===== src/rtl/fifo_wr_arb.sv =====
// rtl/fifo_wr_arb.sv - round-robin, packet-granular write arbiter in front of a sync FIFO write port
// Optional per-packet header word (requester id) enabled by defining FIFO_WR_ARB_HDR_EN.
module fifo_wr_arb #(
    parameter int N     = 4,
    parameter int WIDTH = 16
) (
    input  logic                 clk,
    input  logic                 rst_n,
    input  logic [N*WIDTH-1:0]   in_data,
    input  logic [N-1:0]         in_valid,
    input  logic [N-1:0]         in_last,
    output logic [N-1:0]         in_ready,
    output logic [WIDTH-1:0]     fifo_wr_data,
    output logic                 fifo_wr_ena,
    input  logic                 fifo_wr_full,
    output logic                 busy,
    output logic [$clog2(N)-1:0] cur_id
);
    localparam int IW = $clog2(N);

`ifdef FIFO_WR_ARB_HDR_EN
    typedef enum logic [1:0] {S_IDLE, S_HDR, S_DATA} state_t;
`else
    typedef enum logic [1:0] {S_IDLE, S_DATA} state_t;
`endif

    state_t        state_q, state_d;
    logic [IW-1:0] cur_id_q, cur_id_d;
    logic [IW-1:0] last_id_q, last_id_d;

    logic          rr_found;
    logic [IW-1:0] rr_pick;
    logic [IW-1:0] rr_idx;

    // Search starts just after the last packet's owner so every requester gets a turn.
    always_comb begin
        rr_found = 1'b0;
        rr_pick  = '0;
        rr_idx   = '0;
        for (int k = 1; k <= N; k++) begin
            rr_idx = IW'((int'(last_id_q) + k) % N);
            if (!rr_found && in_valid[rr_idx]) begin
                rr_found = 1'b1;
                rr_pick  = rr_idx;
            end
        end
    end

    always_comb begin
        state_d      = state_q;
        cur_id_d     = cur_id_q;
        last_id_d    = last_id_q;
        in_ready     = '0;
        fifo_wr_ena  = 1'b0;
        fifo_wr_data = in_data[int'(cur_id_q)*WIDTH +: WIDTH];
        case (state_q)
            S_IDLE: begin
                if (rr_found) begin
                    cur_id_d = rr_pick;
`ifdef FIFO_WR_ARB_HDR_EN
                    state_d  = S_HDR;
`else
                    state_d  = S_DATA;
`endif
                end
            end
`ifdef FIFO_WR_ARB_HDR_EN
            S_HDR: begin
                if (!fifo_wr_full) begin
                    fifo_wr_ena  = 1'b1;
                    fifo_wr_data = WIDTH'(cur_id_q);
                    state_d      = S_DATA;
                end
            end
`endif
            S_DATA: begin
                // Grant is held across in_valid gaps until the last beat is written.
                in_ready[cur_id_q] = ~fifo_wr_full;
                if (in_valid[cur_id_q] && !fifo_wr_full) begin
                    fifo_wr_ena = 1'b1;
                    if (in_last[cur_id_q]) begin
                        last_id_d = cur_id_q;
                        state_d   = S_IDLE;
                    end
                end
            end
            default: state_d = S_IDLE;
        endcase
    end

    always_ff @(posedge clk or negedge rst_n) begin
        if (!rst_n) begin
            state_q   <= S_IDLE;
            cur_id_q  <= '0;
            last_id_q <= IW'(N - 1);
        end else begin
            state_q   <= state_d;
            cur_id_q  <= cur_id_d;
            last_id_q <= last_id_d;
        end
    end

    assign busy   = (state_q != S_IDLE);
    assign cur_id = cur_id_q;

endmodule


===== config.mk =====
export PLATFORM = sky130hd
export DESIGN_NAME = fifo_wr_arb
export DESIGN_NICKNAME = d
export VERILOG_FILES = /design/src/rtl/fifo_wr_arb.sv
export SDC_FILE = /design/constraint.sdc
export NUM_CORES = 1
export LEC_CHECK = 0
export ABC_AREA = 1
export BUFFER_PORTS_ARGS = -buffer_cell sky130_fd_sc_hd__buf_4
export CORE_MARGIN = 2
export CORE_UTILIZATION = 32
export CTS_CLUSTER_SIZE = 16
export DETAILED_ROUTE_END_ITERATION = 10
export PLACE_DENSITY = 0.75
export RECOVER_POWER = 25
export SYNTH_ARGS = -nofsm -noshare
export SYNTH_HDL_FRONTEND = slang
export SYNTH_SLANG_ARGS = --single-unit
export TNS_END_PERCENT = 1

===== constraint.sdc =====
create_clock -name clk -period 1.6 [get_ports clk]
set_clock_uncertainty 0.15 [all_clocks]
set_input_delay 0.4 -clock clk [delete_from_list [all_inputs] [get_ports clk]]
set_output_delay 0.4 -clock clk [all_outputs]
set_load 0.05 [all_outputs]

Yosys cells after proc, flatten, opt, wreduce, memory -nomap -nowiden:

Index checks and enable logic that the tools add are counted.

* word-level logic and storage cells: 63
* input port bits: 75
* flip-flop bits (word level): 6
* output and inout bits: 24

* $lt $le $gt $ge: 6
* equal/unequal tests: 4
* multiplexer cells: 29
* shift operators: 1
* add/sub/neg operators: 4
* reductions and logical operators: 14
* bitwise gates (word level): 2

Operator list (number)
* $shiftx 64x7->16: 1
* $lt 2x3->1 const B: 5
* $mux 2: 7
* $mux 1: 13
* $bmux 1 s2: 6
* $ne 2x2->1 const B: 3
* $reduce_and 3->1: 2
* $logic_and 1x1->1: 5
* $add 2x1->2 const B: 2
* $add 2x2->2 const B: 2
* $and 4x4->4: 1
* $logic_not 1->1: 4
* $mux 4: 1
* $pmux 2 s2: 1
* $demux 1 s2: 1
* $eq 2x1->1 const B: 1
* $ge 2x1->1 const B: 1
* $logic_not 2->1: 1
* $reduce_and 2->1: 1
* $reduce_bool 2->1: 1
* $not 1->1: 1

Logic depth before layout (Yosys ltp):

* depth after elaboration: 15
* gate-level depth with buffers: 12

Worst setup path before layout:

No wires, ideal clock.

* path type: register to output
* start point: register state_q[0]
* end point: output port in_ready[0]
* buffers on the path: 0
* data arrival time: 2.058 ns
* setup slack: -1.008 ns
* cell stages (with the launch flop): 5
* required time: 1.050 ns
* path through: dfrtp_1 -> inv_1 -> nor2_1 -> inv_1 -> nor3_1

* cells in the longest elaborated chain, start to end: 2

Ends and longest elaborated chain
* start, declared: RTL line 27 `state_t state_q, state_d;`
* start signal, assigned: RTL line 97 `state_q <= state_d;`
* $eq 2x1->1: RTL line 56 `case (state_q)`
* $mux 4: RTL line 56
* end, declared: RTL line 12 `output logic [N-1:0] in_ready,`

Every way passes these cells.

Final worst setup path:

* start point: register cur_id_q[1], in the netlist cur_id[1]
* end point: output port fifo_wr_data[12]

* cells in the longest elaborated chain, start to end: 1

Ends and longest elaborated chain
* start, declared: RTL line 28 `logic [IW-1:0] cur_id_q, cur_id_d;`
* start signal, assigned: RTL line 98 `cur_id_q <= cur_id_d;`
* $shiftx 64x7->16: RTL line 55 `fifo_wr_data = in_data[int'(cur_id_q)*WIDTH +: WIDTH];`
* end, declared: RTL line 13 `output logic [WIDTH-1:0] fifo_wr_data,`

Every way passes these cells.

==> out/metrics.cfg <==
[clock_network]
cts_tree = done
htreeDepth = 1
cts_root_buf = clkbuf_4
cts.sinks = 5
cts_buffer_depth = 2
clk_latency_ns = 0.25
cts_buffers = 3
clkTransAtPathRegs_ns = 0.04

[worst_setup_path]
cp-start-kind = flip-flop
crit_arrival_ns = 1.54
r2r_start = last_id_q[0]$_DFFE_PN1P_
crit_fanout = 16
r2r_cells = 11
rr_endpoint = cur_id[0]$_DFFE_PN0P_
required_ns = 1.05
end_kind = output port
critical_path_class = flip-flop to output port
regToRegSetupSlack_ns = -0.08

[synthesis]
yosys.area_share.adder = 0
synth_fp_nets = 234
ys_top_cells_by_count = nand2_1 (61), a22oi_1 (27), inv_1 (11)
synth_most_common_cell = nand2_1
syn_area_per_cell_um2 = 5.95
synth_area_leaders = nand2_1 (24%), a22oi_1 (21%), dfrtp_1 (7.9%), nand2_2 (6.6%), dfstp_2 (5.6%)
synth_warnings = 0
synth_compound_gate_area_share = 0.266
synth_seq_cells = 5
synth-edff-count = 0
ys.flop_type = dfrtp_1
synth-xor-area-share = 0
synth_cell_types = 22
synth-async-reset-ratio = 1.00
yosysTopAreaCellShare = 0.242
synth-simple-area-share = 0.474
synthCells = 159
muxShareOfSynthArea = 0
netlist_area_um2 = 946
ys_seq_area_frac = 0.135
yosys.area.top_type = nand2_1
synth_top_family_by_area = simple AND/OR/NAND/NOR gates

[min_path]
hold_class = input port to async pin

[detailed_routing]
routed_wl_um = 4580
first_pass_iters = 4
vias = 1604
final_antenna_net_count = 0
routed_via_density = 5.08
drc = 0
drtIter0Drc = 74
wl_per_cell_um = 14.5

[sta]
tns_ns = -8.46
max_freq_ghz = 0.477
slew_viol_final = 0
layout_min_cycle_time_ns = 2.09
slew_headroom = 0.715
setup_viol = 26
tightest_slew_ns = 0.427
setup_ws_ns = -0.494
final-hold-violation-count = 0
grt_setup_unrepaired = yes
finalCritPeriodShare = 1.31

[final_layout]
fill_cells = 193
area_growth_pct = 137
n_antenna_cell = 0
drive_gt1_frac = 0.663
instances_no_fill = 316
nNetsFinal = 361
stdcell_area_um2 = 2240

[grt]
grt_pass1_wl_um = 6960
grt_pass1_vias = 1659
grt_antenna_before_repair = 0
grt_max_degree = 18
grtUsageTotal = 0.261
grt_overflow = 0

[die]
die_x_um = 58.4
rows = 19
die-area_um2 = 3410
core_um2 = 2780
fp.dieH_um = 58.4
initial_core_util = 0.340
ios = 99

[power_and_ir_drop]
p_leak_nw = 1.15
power_mw = 4.74
vdd_drop_max_v = 0.00206
power.density_nw_per_um2 = 2110

[placed_design]
pre_cts_slack_ns = -0.186
dpl.hpwl_um = 3280
port_buffers = 98
placed_cell_area_um2 = 1920
dp_cells = 306
routabilityCongestion = 0.834

[run]
maxCapViolCount = 0

[outcome]
violations = negative setup slack
status = complete, but fails checks

-- where the power goes --
| part | leakage [nW] | internal [mW] | total [mW] | switching [mW] |
|---|---|---|---|---|
| Sequential | 0.0530 | 0.201 | 0.321 | 0.120 |
| Clock | 0.0150 | 0.0947 | 0.152 | 0.0578 |
| Combinational | 1.08 | 1.73 | 4.26 | 2.53 |
-- worst max-delay path by stage --
| stage | from | end | cells past startpoint |
|---|---|---|---|
| floorplan | cur_id[1]$_DFFE_PN0P_ | fifo_wr_data[2] | 6 |
| global placement | cur_id[1]$_DFFE_PN0P_ | fifo_wr_data[7] | 6 |
| detailed placement | cur_id[0]$_DFFE_PN0P_ | fifo_wr_data[8] | 6 |
| CTS | cur_id[1]$_DFFE_PN0P_ | fifo_wr_data[7] | 6 |
| global route | cur_id[0]$_DFFE_PN0P_ | fifo_wr_data[12] | 6 |
| finish | cur_id[1]$_DFFE_PN0P_ | fifo_wr_data[12] | 6 |
-- cells by family (layout without fill, tap and decap cells) --
family	count (synthesis)	after routing
and+or+nand+nor	96	96
buffers and inverters	24	150
DFF	5	5
AOI/OAI and AO/OA	34	34
-- cells in the final DEF (no fill, tap or decap) --
cell type / synthesis / final
inv_1: 11 / 10
clkbuf_1: 0 / 2
o2111ai_2: 0 / 1
nor2_1: 5 / 3
nor2_4: 4 / 5
nand4_1: 2 / 2
a21oi_4: 0 / 1
buf_8: 0 / 3
nand2_1: 61 / 59
a21oi_1: 2 / 1
nor3_4: 0 / 2
nand2_2: 10 / 12
dlygate4sd3_1: 0 / 1
o21ai_1: 2 / 2
nand3_1: 10 / 8
inv_6: 1 / 1
buf_6: 2 / 24
inv_4: 0 / 1
dfstp_2: 2 / 2
buf_12: 0 / 2
buf_4: 1 / 98
clkbuf_4: 0 / 3
nand3_2: 2 / 4
nor2_2: 0 / 1
dfrtp_2: 0 / 2
o21a_1: 1 / 1
a22oi_2: 1 / 22
a22oi_1: 27 / 6
dfrtp_1: 3 / 1
inv_2: 5 / 5
-- metrics by stage --
step	hold WS [ns]	utilization
2_1_floorplan	-0.0456	-
3_3_place_gp	0.0533	0.691
3_5_place_dp	0.0594	0.691
4_1_cts	0.341	0.784
5_1_grt	0.422	0.806
6_report	0.393	0.806
-- metal layers --
| metal | track usage | wire length [um] | up-vias |
|---|---|---|---|
| li1 | - | - | 790 |
| met1 | 0.285 | 1560 | 710 |
| met2 | 0.480 | 2520 | 84 |
| met3 | 0.0527 | 343 | 20 |
| met4 | 0.120 | 156 | 0 |
| met5 | 0 | 0 | - |
-- layout make-up --
type	instances	area, um2	share of cell area
tap	31	38.8	0.0173
multi-input combinational	130	870	0.388
timing repair buffer	129	1100	0.493
clock buffer	4	26.3	0.0117
inverter	17	71.3	0.0318
sequential	5	130	0.0581
-- sequential cells by signal (all words and copies together) (netlist names) --
signal,count
state_q,1
last_id_q,2
cur_id,2
-- repair_timing --
| action | 4_1_cts | 5_1_grt |
|---|---|---|
| pin swaps | 4 | 2 |
| hold endpoints to repair | 5 | 0 |
| hold buffers | 1 | 0 |
| resized for setup | 44 | 15 |
| setup endpoints to repair | 27 | 28 |
| buffers inserted | 5 | 0 |
| cloned | 0 | 0 |
-- critical path, cell delays in order, from the launching register on --
cell	delay, ns
dfrtp_2	0.48
nand2_2	0.10
inv_2	0.06
buf_12	0.15
a22oi_2	0.20
nand2_1	0.13
buf_6	0.17
No activity file was read; power rests on OpenSTA's default activity.
